<file path="src/rtl/lc3b_types.sv">
// Shared LC-3b datapath types used by the memory-side blocks.
package lc3b_types;
    typedef logic [15:0] lc3b_word;
    typedef logic [1:0]  lc3b_mem_wmask;
endpackage

</file>
<file path="src/rtl/mem_bridge_watchdog.sv">
// Access watchdog: 8-bit up-counter whose terminal count marks the last
// cycle a physical access may stay outstanding.
module mem_bridge_watchdog #(
    parameter int TIMEOUT_CYCLES = 255
) (
    input  logic clk,
    input  logic reset,
    input  logic i_clear,
    input  logic i_enable,
    output logic o_terminal
);
    localparam logic [7:0] LAST_COUNT = 8'(TIMEOUT_CYCLES - 1);

    logic [7:0] r_count;

    always_ff @(posedge clk or posedge reset) begin
        if (reset) begin
            r_count <= 8'd0;
        end else if (i_clear) begin
            r_count <= 8'd0;
        end else if (i_enable) begin
            r_count <= r_count + 8'd1;
        end
    end

    assign o_terminal = (r_count == LAST_COUNT);
endmodule

</file>
<file path="src/rtl/mem_bridge.sv">
// LC-3b CPU memory port to physical memory bridge: registers each request,
// steers byte stores onto the right lane and bounds accesses with a watchdog.
module mem_bridge
    import lc3b_types::*;
#(
    parameter int TIMEOUT_CYCLES = 255
) (
    input  logic          clk,
    input  logic          reset,
    input  logic          mem_read,
    input  logic          mem_write,
    input  lc3b_word      mem_address,
    input  lc3b_word      mem_wdata,
    input  lc3b_mem_wmask mem_byte_enable,
    output logic          mem_resp,
    output lc3b_word      mem_rdata,
    output logic          pmem_read,
    output logic          pmem_write,
    output logic [15:0]   pmem_address,
    output logic [15:0]   pmem_wdata,
    output logic [1:0]    pmem_byte_enable,
    input  logic          pmem_resp,
    input  logic [15:0]   pmem_rdata,
    output logic          bus_error
);
    typedef enum logic [1:0] {
        IDLE  = 2'd0,
        ISSUE = 2'd1,
        RESP  = 2'd2
    } state_t;

    state_t        r_state;
    state_t        w_next;
    logic          w_accept;
    logic          w_timeout;
    logic          w_wd_en;
    logic          w_wd_terminal;

    logic          r_is_write;
    logic [15:0]   r_addr;
    lc3b_word      r_wdata;
    lc3b_mem_wmask r_mask;
    lc3b_word      r_rdata;
    logic          r_bus_error;

    lc3b_word      w_lat_wdata;
    lc3b_mem_wmask w_lat_mask;

    mem_bridge_watchdog #(
        .TIMEOUT_CYCLES(TIMEOUT_CYCLES)
    ) u_watchdog (
        .clk       (clk),
        .reset     (reset),
        .i_clear   (w_accept),
        .i_enable  (w_wd_en),
        .o_terminal(w_wd_terminal)
    );

    always_ff @(posedge clk or posedge reset) begin
        if (reset) begin
            r_state <= IDLE;
        end else begin
            r_state <= w_next;
        end
    end

    // A response and the watchdog expiry in the same cycle resolve as a normal completion.
    always_comb begin
        w_next    = r_state;
        w_accept  = 1'b0;
        w_timeout = 1'b0;
        w_wd_en   = 1'b0;
        case (r_state)
            IDLE: begin
                if (mem_write || mem_read) begin
                    w_accept = 1'b1;
                    w_next   = ISSUE;
                end
            end
            ISSUE: begin
                w_wd_en = 1'b1;
                if (pmem_resp) begin
                    w_next = RESP;
                end else if (w_wd_terminal) begin
                    w_timeout = 1'b1;
                    w_next    = RESP;
                end
            end
            RESP: begin
                w_next = IDLE;
            end
            default: begin
                w_next = IDLE;
            end
        endcase
    end

    // Byte stores always carry their data in [7:0]; the address LSB picks the lane.
    always_comb begin
        w_lat_wdata = mem_wdata;
        w_lat_mask  = mem_byte_enable;
        if (mem_byte_enable == 2'b01 || mem_byte_enable == 2'b10) begin
            if (mem_address[0]) begin
                w_lat_wdata = {mem_wdata[7:0], 8'h00};
                w_lat_mask  = 2'b10;
            end else begin
                w_lat_wdata = {8'h00, mem_wdata[7:0]};
                w_lat_mask  = 2'b01;
            end
        end
    end

    always_ff @(posedge clk or posedge reset) begin
        if (reset) begin
            r_is_write <= 1'b0;
            r_addr     <= 16'h0000;
            r_wdata    <= 16'h0000;
            r_mask     <= 2'b00;
        end else if (w_accept) begin
            r_is_write <= mem_write;
            r_addr     <= {mem_address[15:1], 1'b0};
            r_wdata    <= w_lat_wdata;
            r_mask     <= w_lat_mask;
        end
    end

    always_ff @(posedge clk or posedge reset) begin
        if (reset) begin
            r_rdata     <= 16'h0000;
            r_bus_error <= 1'b0;
        end else if (r_state == ISSUE) begin
            if (pmem_resp) begin
                if (!r_is_write) begin
                    r_rdata <= pmem_rdata;
                end
            end else if (w_timeout) begin
                r_bus_error <= 1'b1;
                if (!r_is_write) begin
                    r_rdata <= 16'h0000;
                end
            end
        end
    end

    assign pmem_read        = (r_state == ISSUE) && !r_is_write;
    assign pmem_write       = (r_state == ISSUE) && r_is_write;
    assign pmem_address     = r_addr;
    assign pmem_wdata       = r_wdata;
    assign pmem_byte_enable = r_mask;
    assign mem_resp         = (r_state == RESP);
    assign mem_rdata        = r_rdata;
    assign bus_error        = r_bus_error;
endmodule
</file>
<file path="config.mk">
export PLATFORM = sky130hd
export DESIGN_NAME = mem_bridge
export DESIGN_NICKNAME = d
export VERILOG_FILES = /design/src/rtl/lc3b_types.sv /design/src/rtl/mem_bridge_watchdog.sv /design/src/rtl/mem_bridge.sv
export SDC_FILE = /design/constraint.sdc
export NUM_CORES = 1
export LEC_CHECK = 0
export BUFFER_PORTS_ARGS = -buffer_cell sky130_fd_sc_hd__buf_4
export CORE_ASPECT_RATIO = 1.5
export CORE_MARGIN = 5
export CORE_UTILIZATION = 48
export CTS_CLUSTER_DIAMETER = 80
export DETAILED_ROUTE_END_ITERATION = 7
export PLACE_DENSITY = 0.87
export SETUP_SLACK_MARGIN = 0.4
export SLEW_MARGIN = 5
export SYNTH_ARGS = -nofsm -noshare
export SYNTH_HDL_FRONTEND = slang
export SYNTH_HIERARCHICAL = 1
export SYNTH_SLANG_ARGS = --single-unit
</file>
<file path="constraint.sdc">
create_clock -name clk -period 2.3 [get_ports clk]
set_clock_uncertainty 0.2 [all_clocks]
set_input_delay 0.23 -clock clk [delete_from_list [all_inputs] [get_ports clk]]
set_output_delay 0.23 -clock clk [all_outputs]
set_load 0.01 [all_outputs]
</file>
==> metrics <==
post-synthesis cell area between 0.002 and 0.003 mm²; cell row count 33; RD Place Congestion between 0.7 and 0.8; WP data required 2.35 ns; first-pass GRT wire length ~12 mm; Avg WL per Cell about 17 µm; r2r setup slk around 0.44 ns; worst-path maximum fanout 7; Residual DRC 0; Via density between 5 and 6; fmax about 540 MHz; HP Class in -> reg; initial antenna violation count 0; Initial Util between 40 and 50%; Final ANT Viol Nets 0; Register-to-Register Path Depth 5; final period utilization between 80% and 90%; First-pass DRT Iterations 4; ys async rst share 100%; register bit total from synthesis 61; H-tree depth 3; crit path kind reg -> reg; worst reg2reg startpoint r_state[1]; Tot Pwr ~5000 µW; Startpoint Class flop; Die H between 100 and 150 µm; port buffer count around 110; Core Region 0.00545 mm²; status finished, final reports clean; Synth warnings 6; Slew Viols, Final 0; Post-DP HPWL between 4 and 5 mm; VDD IR max approximately 0.0012 V; Ports approximately 110; die span in x between 70 and 80 µm; syn_area_per_cell ~13 µm²; share of cells above drive strength 1 a little under half; Final Hold Viols 0; clock-pin slew of the registers on the worst-case setup and hold paths ~0.070 ns; WP data arrival ~1.9 ns; power density cells 1210 mW/mm²; syn_nets ~260; Clock Sinks roughly 60; EDFF count, synth 0; Seq/Total Area, Yosys 57.1%; Syn Inst Count ~210; Max-Cap Viols 0; root buf cell clkbuf_8; Slew Limit Headroom 63.7%; nets@finish 409; CTS Buffer Depth 2; Skew-Pair Late Insertion Delay 0.33 ns; pin count of the biggest net entering global routing 43; Die Area between 0.007 and 0.008 mm²; CP endpoint u_watchdog/r_count[7]; Vias about 2200; synth unique cells 36; Setup TNS 0 ns; fin crit period roughly 1.9 ns; fillers roughly 380; WL final between 7 and 8 mm; vias in the first global route between 2000 and 2500; worst slew pin tran approximately 0.54 ns; number of DRC markers in iteration 0 ~120; Critical Path Start r_state[1]; FF-to-FF End u_watchdog/r_count[7]; RSZ-0062 raised after global routing true; final setup fails 0; Critical Path End Type flop; Main synth FF type dfrtp_1; Syn-to-layout area delta 54.8%; total gr overflow 0; all-layer global routing usage 21.4%; leakage between 0.002 and 0.0025 µW; clock tree from TritonCTS done; TritonCTS Buffers 9
-- how the worst min path moves through the flow --
stage | from | to | cells past startpoint
2_1_floorplan | reset | u_watchdog/r_count[0] | 1
4_1_cts | mem_wdata[10] | pmem_wdata[10] | 4
6_report | mem_wdata[10] | pmem_wdata[10] | 4
3_3_place_gp | reset | u_watchdog/r_count[5] | 2
3_5_place_dp | reset | u_watchdog/r_count[3] | 2
5_1_grt | mem_wdata[10] | pmem_wdata[10] | 4
-- stage by stage --
step / area, µm² / setup slack (ns) / hold WS, ns / instances / utilization (%)
after global routing: 4130 / 0.343 / 0.0905 / 427 / 75.8
after detailed placement: 3540 / 0.130 / 0.00728 / 375 / 65.0
after global placement: 3540 / 0.206 / 0.00270 / 375 / 65.0
after CTS: 4100 / 0.423 / 0.0638 / 425 / 75.3
final: 4140 / 0.436 / 0.0709 / 428 / 75.9
after floorplan: 2670 / 0.524 / -0.154 / 206 / -
-- report_power, final --
part / total (µW) / internal (µW) / leakage [µW] / switching [µW]
logic: 2130 / 1230 / 0.00116 / 899
clock network: 1030 / 610 / 0.000110 / 419
registers: 1850 / 1540 / 0.000755 / 307
total: 5010 / 3380 / 0.00203 / 1620
-- metal layers --
layer | vias up | share of wire [%] | global-route usage [%]
met1 | 1061 | 34 | 21.8
met2 | 71 | 57 | 39.5
li1 | 1013 | - | -
met5 | - | 0 | 0
met3 | 25 | 4.4 | 3.87
met4 | 0 | 4.5 | 13.9
-- synth_stat cells, types with 2 or more instances --
cell type / instances / share of area, %
nand3_1: 3 / 0.56
a21oi_1: 3 / 0.56
or3_1: 2 / 0.47
mux2_2: 32 / 13
xor2_1: 3 / 0.98
a21boi_0: 8 / 2.2
nand2_1: 9 / 1.3
ha_1: 2 / 0.94
nor3_2: 2 / 0.75
buf_2: 3 / 0.56
o21ai_0: 2 / 0.37
mux2i_1: 8 / 3.0
dfrtp_1: 61 / 57
inv_1: 15 / 2.1
maj3_1: 2 / 0.75
nor2_1: 9 / 1.3
mux2_4: 2 / 1.1
buf_4: 4 / 1.1
nand4_1: 2 / 0.47
clkbuf_1: 3 / 0.42
a22o_1: 16 / 5.2
-- flip-flops by register name, summed over array words and instances (netlist names) --
register	flops
bus_error	1
mem_rdata	16
pmem_address	15
pmem_byte_enable	2
pmem_wdata	16
r_is_write	1
r_state	2
u_watchdog/r_count	8
-- area by class of cell --
| cell class | count | area [µm²] | share of cell area [%] |
|---|---|---|---|
| diodes | 1 | 2.50 | 0.0605 |
| inverters | 15 | 56.3 | 1.36 |
| clock inverters | 6 | 87.6 | 2.12 |
| repair buffers | 146 | 1210 | 29.2 |
| well taps | 70 | 87.6 | 2.12 |
| multi-input cells | 119 | 1040 | 25.2 |
| clock buffers | 10 | 128 | 3.09 |
| flip-flops and latches | 61 | 1530 | 36.9 |
-- what timing repair did --
action	4_1_cts	5_1_grt
pin swaps	0	0
endpoints found under the setup margin	18	18
hold buffers	34	0
resized for setup	2	3
setup buffers	0	2
cloned	0	0
hold endpoints to repair	63	0
-- kinds of logic after synthesis --
group	synth area share, %
compound gates	9.79
xor+xnor	2.34
fa+ha+maj	1.69
buf+inv	4.78
flops	57.1
mux	17.6
other cells	0.140
simple gates	6.51
-- critical path, cell delays in order, from the launching register on --
cell      delay [ns]
dfrtp_1         0.44
nand2b_1        0.23
inv_2           0.15
nand3_2         0.12
or4_1           0.45
a21oi_1         0.19
-- cell usage in the layout (no fill, tap or decap), types with 3 or more instances in the layout --
master         instances
clkbuf_8               9
mux2_2                32
inv_1                 13
a22o_1                16
a21oi_1                3
buf_4                110
dfrtp_1               61
nand2_1                9
xor2_1                 3
nor2_1                 8
a21boi_0               8
dlygate4sd3_1         34
mux2i_1                8
Note: power is estimated with default switching activity, not from simulation.
